File: src/rtl/time_set_ctrl_pkg.sv
// Shared definitions for the digital-clock core: set-state encodings and field widths.
package time_set_ctrl_pkg;

  localparam int HR_W = 5;
  localparam int MS_W = 6;

  typedef enum logic [1:0] {
    ST_RUN     = 2'b00,
    ST_SET_HR  = 2'b01,
    ST_SET_MIN = 2'b10,
    ST_RSVD    = 2'b11
  } set_state_t;

endpackage

File: src/rtl/time_set_ctrl_mod_counter.sv
// Modulo-(MAX+1) up/down counter used for the seconds, minutes and hours fields.
// wrap flags an increment at (or, defensively, above) MAX so the next field can carry.
module mod_counter #(
  parameter int W   = 6,
  parameter int MAX = 59
) (
  input  logic         CLK,
  input  logic         RST,
  input  logic         inc,
  input  logic         dec,
  input  logic         clr,
  output logic [W-1:0] q,
  output logic         wrap
);

  localparam logic [W-1:0] MAX_Q = W'(MAX);

  assign wrap = inc && (q >= MAX_Q);

  // Field register: clear beats inc, inc beats dec; both directions wrap within 0..MAX.
  always_ff @(posedge CLK) begin
    if (!RST) begin
      q <= '0;
    end else if (clr) begin
      q <= '0;
    end else if (inc) begin
      q <= (q >= MAX_Q) ? '0 : q + W'(1);
    end else if (dec) begin
      q <= ((q == '0) || (q > MAX_Q)) ? MAX_Q : q - W'(1);
    end
  end

endmodule

File: src/rtl/time_set_ctrl.sv
// Digital-clock core: hours/minutes/seconds keeping plus the user time-setting FSM
// and the blink enables for the display encoder. All outputs come from registers.
module time_set_ctrl
  import time_set_ctrl_pkg::*;
#(
  parameter int HOUR_MAX = 23,
  parameter int MIN_MAX  = 59,
  parameter int SEC_MAX  = 59
) (
  input  logic            CLK,
  input  logic            RST,
  input  logic            tick_1hz,
  input  logic            mode_pulse,
  input  logic            inc_pulse,
  input  logic            dec_pulse,
  output logic [HR_W-1:0] hours,
  output logic [MS_W-1:0] minutes,
  output logic [MS_W-1:0] seconds,
  output logic [1:0]      set_state,
  output logic            blink_hr,
  output logic            blink_min
);

  set_state_t state_q, state_d;
  logic       phase_q, phase_d;
  logic       sec_inc, sec_clr;
  logic       min_inc, min_dec;
  logic       hr_inc, hr_dec;
  logic       sec_wrap, min_wrap, hr_wrap_unused;
  logic       edit_inc, edit_dec;

  // inc wins over dec when both buttons pulse in the same cycle.
  assign edit_inc = inc_pulse;
  assign edit_dec = dec_pulse & ~inc_pulse;

  mod_counter #(.W(MS_W), .MAX(SEC_MAX)) u_sec (
    .CLK(CLK), .RST(RST), .inc(sec_inc), .dec(1'b0), .clr(sec_clr),
    .q(seconds), .wrap(sec_wrap)
  );

  mod_counter #(.W(MS_W), .MAX(MIN_MAX)) u_min (
    .CLK(CLK), .RST(RST), .inc(min_inc), .dec(min_dec), .clr(1'b0),
    .q(minutes), .wrap(min_wrap)
  );

  mod_counter #(.W(HR_W), .MAX(HOUR_MAX)) u_hr (
    .CLK(CLK), .RST(RST), .inc(hr_inc), .dec(hr_dec), .clr(1'b0),
    .q(hours), .wrap(hr_wrap_unused)
  );

  // Next state, counter steering and blink phase; mode has priority over inc/dec.
  always_comb begin
    state_d = state_q;
    phase_d = phase_q;
    sec_inc = 1'b0;
    sec_clr = 1'b0;
    min_inc = 1'b0;
    min_dec = 1'b0;
    hr_inc  = 1'b0;
    hr_dec  = 1'b0;
    case (state_q)
      ST_RUN: begin
        // Timekeeping continues even on the edge that enters SET_HR.
        sec_inc = tick_1hz;
        min_inc = sec_wrap;
        hr_inc  = min_wrap;
        if (mode_pulse) state_d = ST_SET_HR;
      end
      ST_SET_HR: begin
        if (mode_pulse) begin
          state_d = ST_SET_MIN;
        end else begin
          hr_inc = edit_inc;
          hr_dec = edit_dec;
          if (edit_inc || edit_dec) phase_d = 1'b1;
          else if (tick_1hz)        phase_d = ~phase_q;
        end
      end
      ST_SET_MIN: begin
        if (mode_pulse) begin
          state_d = ST_RUN;
          sec_clr = 1'b1;
        end else begin
          min_inc = edit_inc;
          min_dec = edit_dec;
          if (edit_inc || edit_dec) phase_d = 1'b1;
          else if (tick_1hz)        phase_d = ~phase_q;
        end
      end
      default: state_d = ST_RUN;
    endcase
    if (state_d != state_q) phase_d = 1'b1;
  end

  // State, phase and the registered blink enables derived from their next values.
  always_ff @(posedge CLK) begin
    if (!RST) begin
      state_q   <= ST_RUN;
      phase_q   <= 1'b1;
      blink_hr  <= 1'b1;
      blink_min <= 1'b1;
    end else begin
      state_q   <= state_d;
      phase_q   <= phase_d;
      blink_hr  <= (state_d != ST_SET_HR)  | phase_d;
      blink_min <= (state_d != ST_SET_MIN) | phase_d;
    end
  end

  assign set_state = state_q;

endmodule

File: config.mk
export PLATFORM = sky130hd
export DESIGN_NAME = time_set_ctrl
export DESIGN_NICKNAME = d
export VERILOG_FILES = /design/src/rtl/time_set_ctrl_pkg.sv /design/src/rtl/time_set_ctrl_mod_counter.sv /design/src/rtl/time_set_ctrl.sv
export SDC_FILE = /design/constraint.sdc
export NUM_CORES = 1
export LEC_CHECK = 0
export ABC_AREA = 1
export BUFFER_PORTS_ARGS = -buffer_cell sky130_fd_sc_hd__buf_2
export CAP_MARGIN = 40
export CORE_MARGIN = 5
export CORE_UTILIZATION = 55
export CTS_CLUSTER_SIZE = 24
export DETAILED_ROUTE_END_ITERATION = 7
export GPL_TIMING_DRIVEN = 0
export PLACE_DENSITY_LB_ADDON = 0.1
export SYNTH_ARGS = -nofsm -noshare
export SYNTH_HDL_FRONTEND = slang
export SYNTH_SLANG_ARGS = --single-unit
File: constraint.sdc
create_clock -name CLK -period 1.9 [get_ports CLK]
set_input_delay 0.095 -clock CLK [delete_from_list [all_inputs] [get_ports CLK]]
set_output_delay 0.095 -clock CLK [all_outputs]
set_load 0.05 [all_outputs]
# Yosys cells after proc, flatten, opt, wreduce, memory -nomap -nowiden

Index checks and enable logic that the tools add are counted.

Register bits after elaboration: 22
Bits in latches: 0
Memory bits (writable): 0
ROM bits: 0
Bits of input ports: 6
Output and inout port bits: 21
Memories kept: 0

Add/sub/neg operators: 5
$mul: 0
Div/mod/pow operators: 0
Order comparisons: 5
Equal/unequal tests: 5
Shifts and indexed selects: 0
Multiplexer cells: 27
Bitwise gates (word level): 6
Reduce and logical (&&, ||, !) cells: 12

Operators by type and width:

| cell                | number |
|---|---|
| $mux 6              | 5 |
| $mux 5              | 4 |
| $add 6x1->6 const B | 2 |
| $ge 6x6->1 const B  | 2 |
| $mux 1              | 12 |
| $gt 6x6->1 const B  | 1 |
| $logic_not 6->1     | 1 |
| $mux 2              | 3 |
| $pmux 2 s3          | 1 |
| $sub 6x1->6 const B | 1 |
| $add 5x1->5 const B | 1 |
| $ge 5x5->1 const B  | 1 |
| $gt 5x5->1 const B  | 1 |
| $logic_not 5->1     | 1 |
| $sub 5x1->5 const B | 1 |
| $pmux 1 s2          | 2 |
| $reduce_bool 2->1   | 2 |
| $reduce_or 2->1     | 2 |
| $logic_or 1x1->1    | 3 |
| $not 1->1           | 3 |
| $eq 2x1->1 const B  | 1 |
| $eq 2x2->1 const B  | 1 |
| $logic_and 1x1->1   | 2 |
| $logic_not 2->1     | 1 |
| other kinds (5)     | 6 |

# Logic depth before layout (Yosys ltp)

Depth in word-level cells: 8
Gate-level depth with buffers: 12
Depth with buffers taken out: 12

# Hierarchy

From an unflattened synthesis, not the netlist that was laid out.

Cells, all modules: 314
Area, all modules: 1953.1 um^2

Modules (own cells, without submodules):

| module                   | instances | cells each | area each (um^2) | sequential area each (um^2) |
|---|---|---|---|---|
| mod_counter at u_min ... | 2         | 90         | 561.8            | 120.1 |
| mod_counter at u_hr      | 1         | 69         | 441.7            | 100.1 |
| time_set_ctrl            | 1         | 65         | 387.9            | 100.1 |

# Worst setup path before layout

OpenSTA, ideal clock, no wires.

Path type: register -> register
From: register state_q[0] (netlist: set_state[0])
To: register u_hr.q[2]
Data arrival time: 1822 ps
Data required time: 1783 ps
Path slack: -39 ps
Stages on the path, launching flop included: 13
Buffers on the path: 0
Period minus slack after synthesis: 1939 ps
Cell sequence: dfxtp_1 -> inv_1 -> ha_1 -> nand3_2 -> nor2_2 -> nand2_2 -> nand2_4 -> nand3_4 -> nand2_4 -> nand2_2 -> nand2_1 -> nor2_1 -> nor2_1

Cells in the longest elaborated chain, start to end: 7

RTL lines:

| what                                               | line                            | RTL |
|---|---|---|
| from (decl)                                        | time_set_ctrl.sv:24             | `set_state_t state_q, state_d;` |
| from (signal assigned)                             | time_set_ctrl.sv:103            | `state_q <= state_d;` |
| $logic_not 2->1                                    | time_set_ctrl.sv:61             | `case (state_q)` |
| $mux 1                                             | time_set_ctrl.sv:61             |  |
| $logic_and 1x1->1                                  | time_set_ctrl_mod_counter.sv:18 | `assign wrap = inc && (q >= MAX_Q);` |
| $pmux 1 s2                                         | time_set_ctrl.sv:61             |  |
| $logic_and 1x1->1                                  | time_set_ctrl_mod_counter.sv:18 |  |
| $pmux 1 s2                                         | time_set_ctrl.sv:61             |  |
| $mux 5 / $reduce_bool 2->1 (equally long branches) | n/a                             |  |
| to (signal assigned)                               | time_set_ctrl_mod_counter.sv:27 | `q <= (q >= MAX_Q) ? '0 : q + W'(1);` |
| to (signal assigned)                               | time_set_ctrl_mod_counter.sv:29 | `q <= ((q == '0) \|\| (q > MAX_Q)) ? MAX_Q : q - W'(1);` |
| to (decl)                                          | time_set_ctrl_mod_counter.sv:12 | `output logic [W-1:0] q,` |

Several ways; a longest one is shown, not always the timed one.
A chain may end at the register's enable or synchronous reset.

# Worst setup path in the final report

Same ends and word-level chain as after synthesis.

==> impl_results.md <==
* Status: finished, final reports clean
* Leak at about 0.89 nW
* # IOs at 27
* Antenna diodes at 0
* Hold Crit Endpoint: phase_q
* Hold path depth at 2
* Period utilization at around nine tenths
* CTS Sinks at 22
* Slew @ Worst Pin at about 0.4 ns
* R2R depth at 11
* CTS tree: yes
* RSZ-0062 raised after global routing: false
* Drt total wl at about 3500 um
* CP Max Fanout at 10
* Final std cells w/o fill at 296
* Final-report hold violation count at 0
* Worst Hold Launch: RST
* Global-route wire length before repair at ~5800 um
* Area of the core at approximately 2700 um^2
* Pwr dens at about 680 nW/um^2
* Synth area leader: dfxtp_1
* Vias at 1587
* Maximum vdd drop at about 0.56 mV
* Clock Latency Late Sink at roughly 0.31 ns
* Initial Util at a little under three fifths
* Most common cell after layout, fill and taps aside: nand2_1
* ANT nets after route at 0
* H-tree levels at 1
* Relative slew slack at between 70% and 80%
* Cells after DPL at around 290
* Share of layout cells above drive strength 1 at 18.87%
* Critical path arrival at between 1.5 and 2 ns
* Max Slew Vio Count at 0
* Buffers on Ports at 26
* Vias in the first global route at about 1400
* Root Buffer Master: clkbuf_4
* Fmax at slightly below 600 MHz
* Netlist cell types at 27
* Fin Setup TNS at 0 ns
* Overflow after GRT at 0
* Hold-fix buffers, CTS at 0
* Reg-to-Reg End: u_hr.q[2]
* Fin crit period at approximately 1.7 ns
* Largest net degree at the start of global routing at 14
* Die height at around 63 um
* Nets at between 200 and 300
* Setup violators final at 0
* Antenna violations before repair at 0
* Most frequent cells in the layout: nand2_1 (57), nor2_1 (30), buf_2 (27)
* Top cell type's share of synthesized area at about 29%
* Final worst slack at between 0.15 and 0.2 ns
* CTS max path bufs at 2
* Seq/Total Area, Yosys at between 20 and 30%
* Beginning of the worst register-to-register path: set_state[0]
* Final Skew at 0.007914 ns
* Synth warnings at 0
* Synth Area per Inst at 6.528 um^2
* Synth-to-Final Area Change at 15.91%
* Post-DP HPWL at between 2000 and 3000 um
* R2r setup slk at ~0.19 ns
* Max Cap Viol at 0
* First-pass DRT Iterations at 4
* Synthesis-stage register bit count at 22
* Gpl congestion at just under 0.9
* Core Rows at 19
* Die area at 3945 um^2
* Vias per inst at 5.361
* Leading post-synthesis cells by cell area: dfxtp_1 (29%), nand2_1 (14%), ha_1 (8.2%)
* Critical path type: register to register
* Overall routing resource usage at ~17%
* Mapped Cells at 235
* DR WL/cell at about 12 um
* Syn Nets at between 200 and 300
* Setup WS pre-CTS at approximately 0.017 ns
* Setup Buffers After CTS at 0
* # fillers at roughly 270
* HP Class: input pin to register
* Crit end category: register
* DR iter-0 viols at between 70 and 80
* CTS clk-pin slew, worst paths at ~0.13 ns
* Worst setup SP type: register
* Inserted Clock Buffers at 3
* Data required, critical path at between 2 and 2.5 ns
* Final hold slack at approximately 0.028 ns
* Die X at about 63 um
* Mapped cell area at 1534 um^2
* DR DRC count at 0
## critical path: stages, from the launching register on
cell and delay (ns):
dfxtp_2 0.37, inv_1 0.13, ha_4 0.21, nand3_2 0.09, nor2_2 0.10, nand2_2 0.07, nand2_4 0.14, nand3_4 0.17
nand3_4 0.13, nor2_1 0.05, nor2_1 0.10, nor2_1 0.04
## Yosys cell counts (all sizes together)
| cell type | n |
|---|---|
| clkinv | 1 |
| nand3b | 2 |
| nor2 | 31 |
| a31oi | 1 |
| xor2 | 5 |
| ha | 10 |
| inv | 30 |
| and3 | 1 |
| a211oi | 1 |
| o211ai | 5 |
| o21ai | 11 |
| a21oi | 14 |
| dfxtp | 22 |
| nand3 | 26 |
| xnor2 | 1 |
| or2 | 1 |
| nand4 | 8 |
| o31ai | 1 |
| nand2 | 63 |
| buf | 1 |
## cells by family (layout without fill, tap and decap cells)
kind of cell | after synthesis | after routing | synth area share, %
DFF | 22 | 22 | 28.71
and+or+nand+nor | 132 | 132 | 39.81
adders and majority gates | 10 | 10 | 8.157
AOI/OAI and AO/OA | 33 | 33 | 11.99
buffers and inverters | 32 | 62 | 7.911
xor gates and xnor gates | 6 | 6 | 3.426
## report_power, final
part	total (W)	switching (W)	internal [W]	leakage (nW)
clock network	0.000363	0.000150	0.000213	0.0279
logic	0.000336	0.000231	0.000105	0.678
registers	0.000509	0.0000249	0.000484	0.179
## layout make-up
type	count	area (um^2)	share of cell area [%]
clock inverter	1	30.03	1.689
multi-input combinational	181	992.2	55.81
sequential	22	442.9	24.91
clock buffer	3	22.52	1.267
tap	31	38.79	2.182
timing repair buffer	26	130.1	7.319
buffer	1	5.005	0.2815
inverter	31	116.4	6.545
## layer usage
metal	GRT usage, %	part of all wire, %
met4	5.305	0.58
met5	0	0
met2	28.37	47
met1	22.83	48
met3	3.417	4.9
## metrics by stage
step / power, W / area [um^2] / utilization [%]
floorplan: 0.0007667 / 1536 / -
global placement: 0.0008369 / 1705 / 62.93
global route: 0.001287 / 1778 / 65.60
detailed placement: 0.0008395 / 1705 / 62.93
finish: 0.001208 / 1778 / 65.60
CTS: 0.001205 / 1760 / 64.96
## registers in the layout (all words and copies together) (netlist names)
name and cells:
u_hr.q 5, blink_min 1, phase_q 1, u_min.q 6, blink_hr 1, set_state 2, u_sec.q 6
## what timing repair did
| action | 4_1_cts | 5_1_grt |
|---|---|---|
| pin swaps | 0 | 1 |
| resized for setup | 1 | 3 |
| endpoints found under the hold margin | 0 | 0 |
| endpoints found under the setup margin | 1 | 7 |
## how the worst max path moves through the flow
stage / endpoint / start / slack (ns)
6_report: u_hr.q[2] / set_state[0] / 0.19
5_1_grt: u_hr.q[2] / set_state[0] / 0.01
4_1_cts: u_hr.q[2] / set_state[1] / 0.09
3_5_place_dp: u_hr.q[2] / set_state[1] / 0.02
3_3_place_gp: u_hr.q[2] / set_state[1] / 0.04
2_1_floorplan: u_hr.q[2] / u_sec.q[1] / 0.05
(Power assumes the default switching activity.)
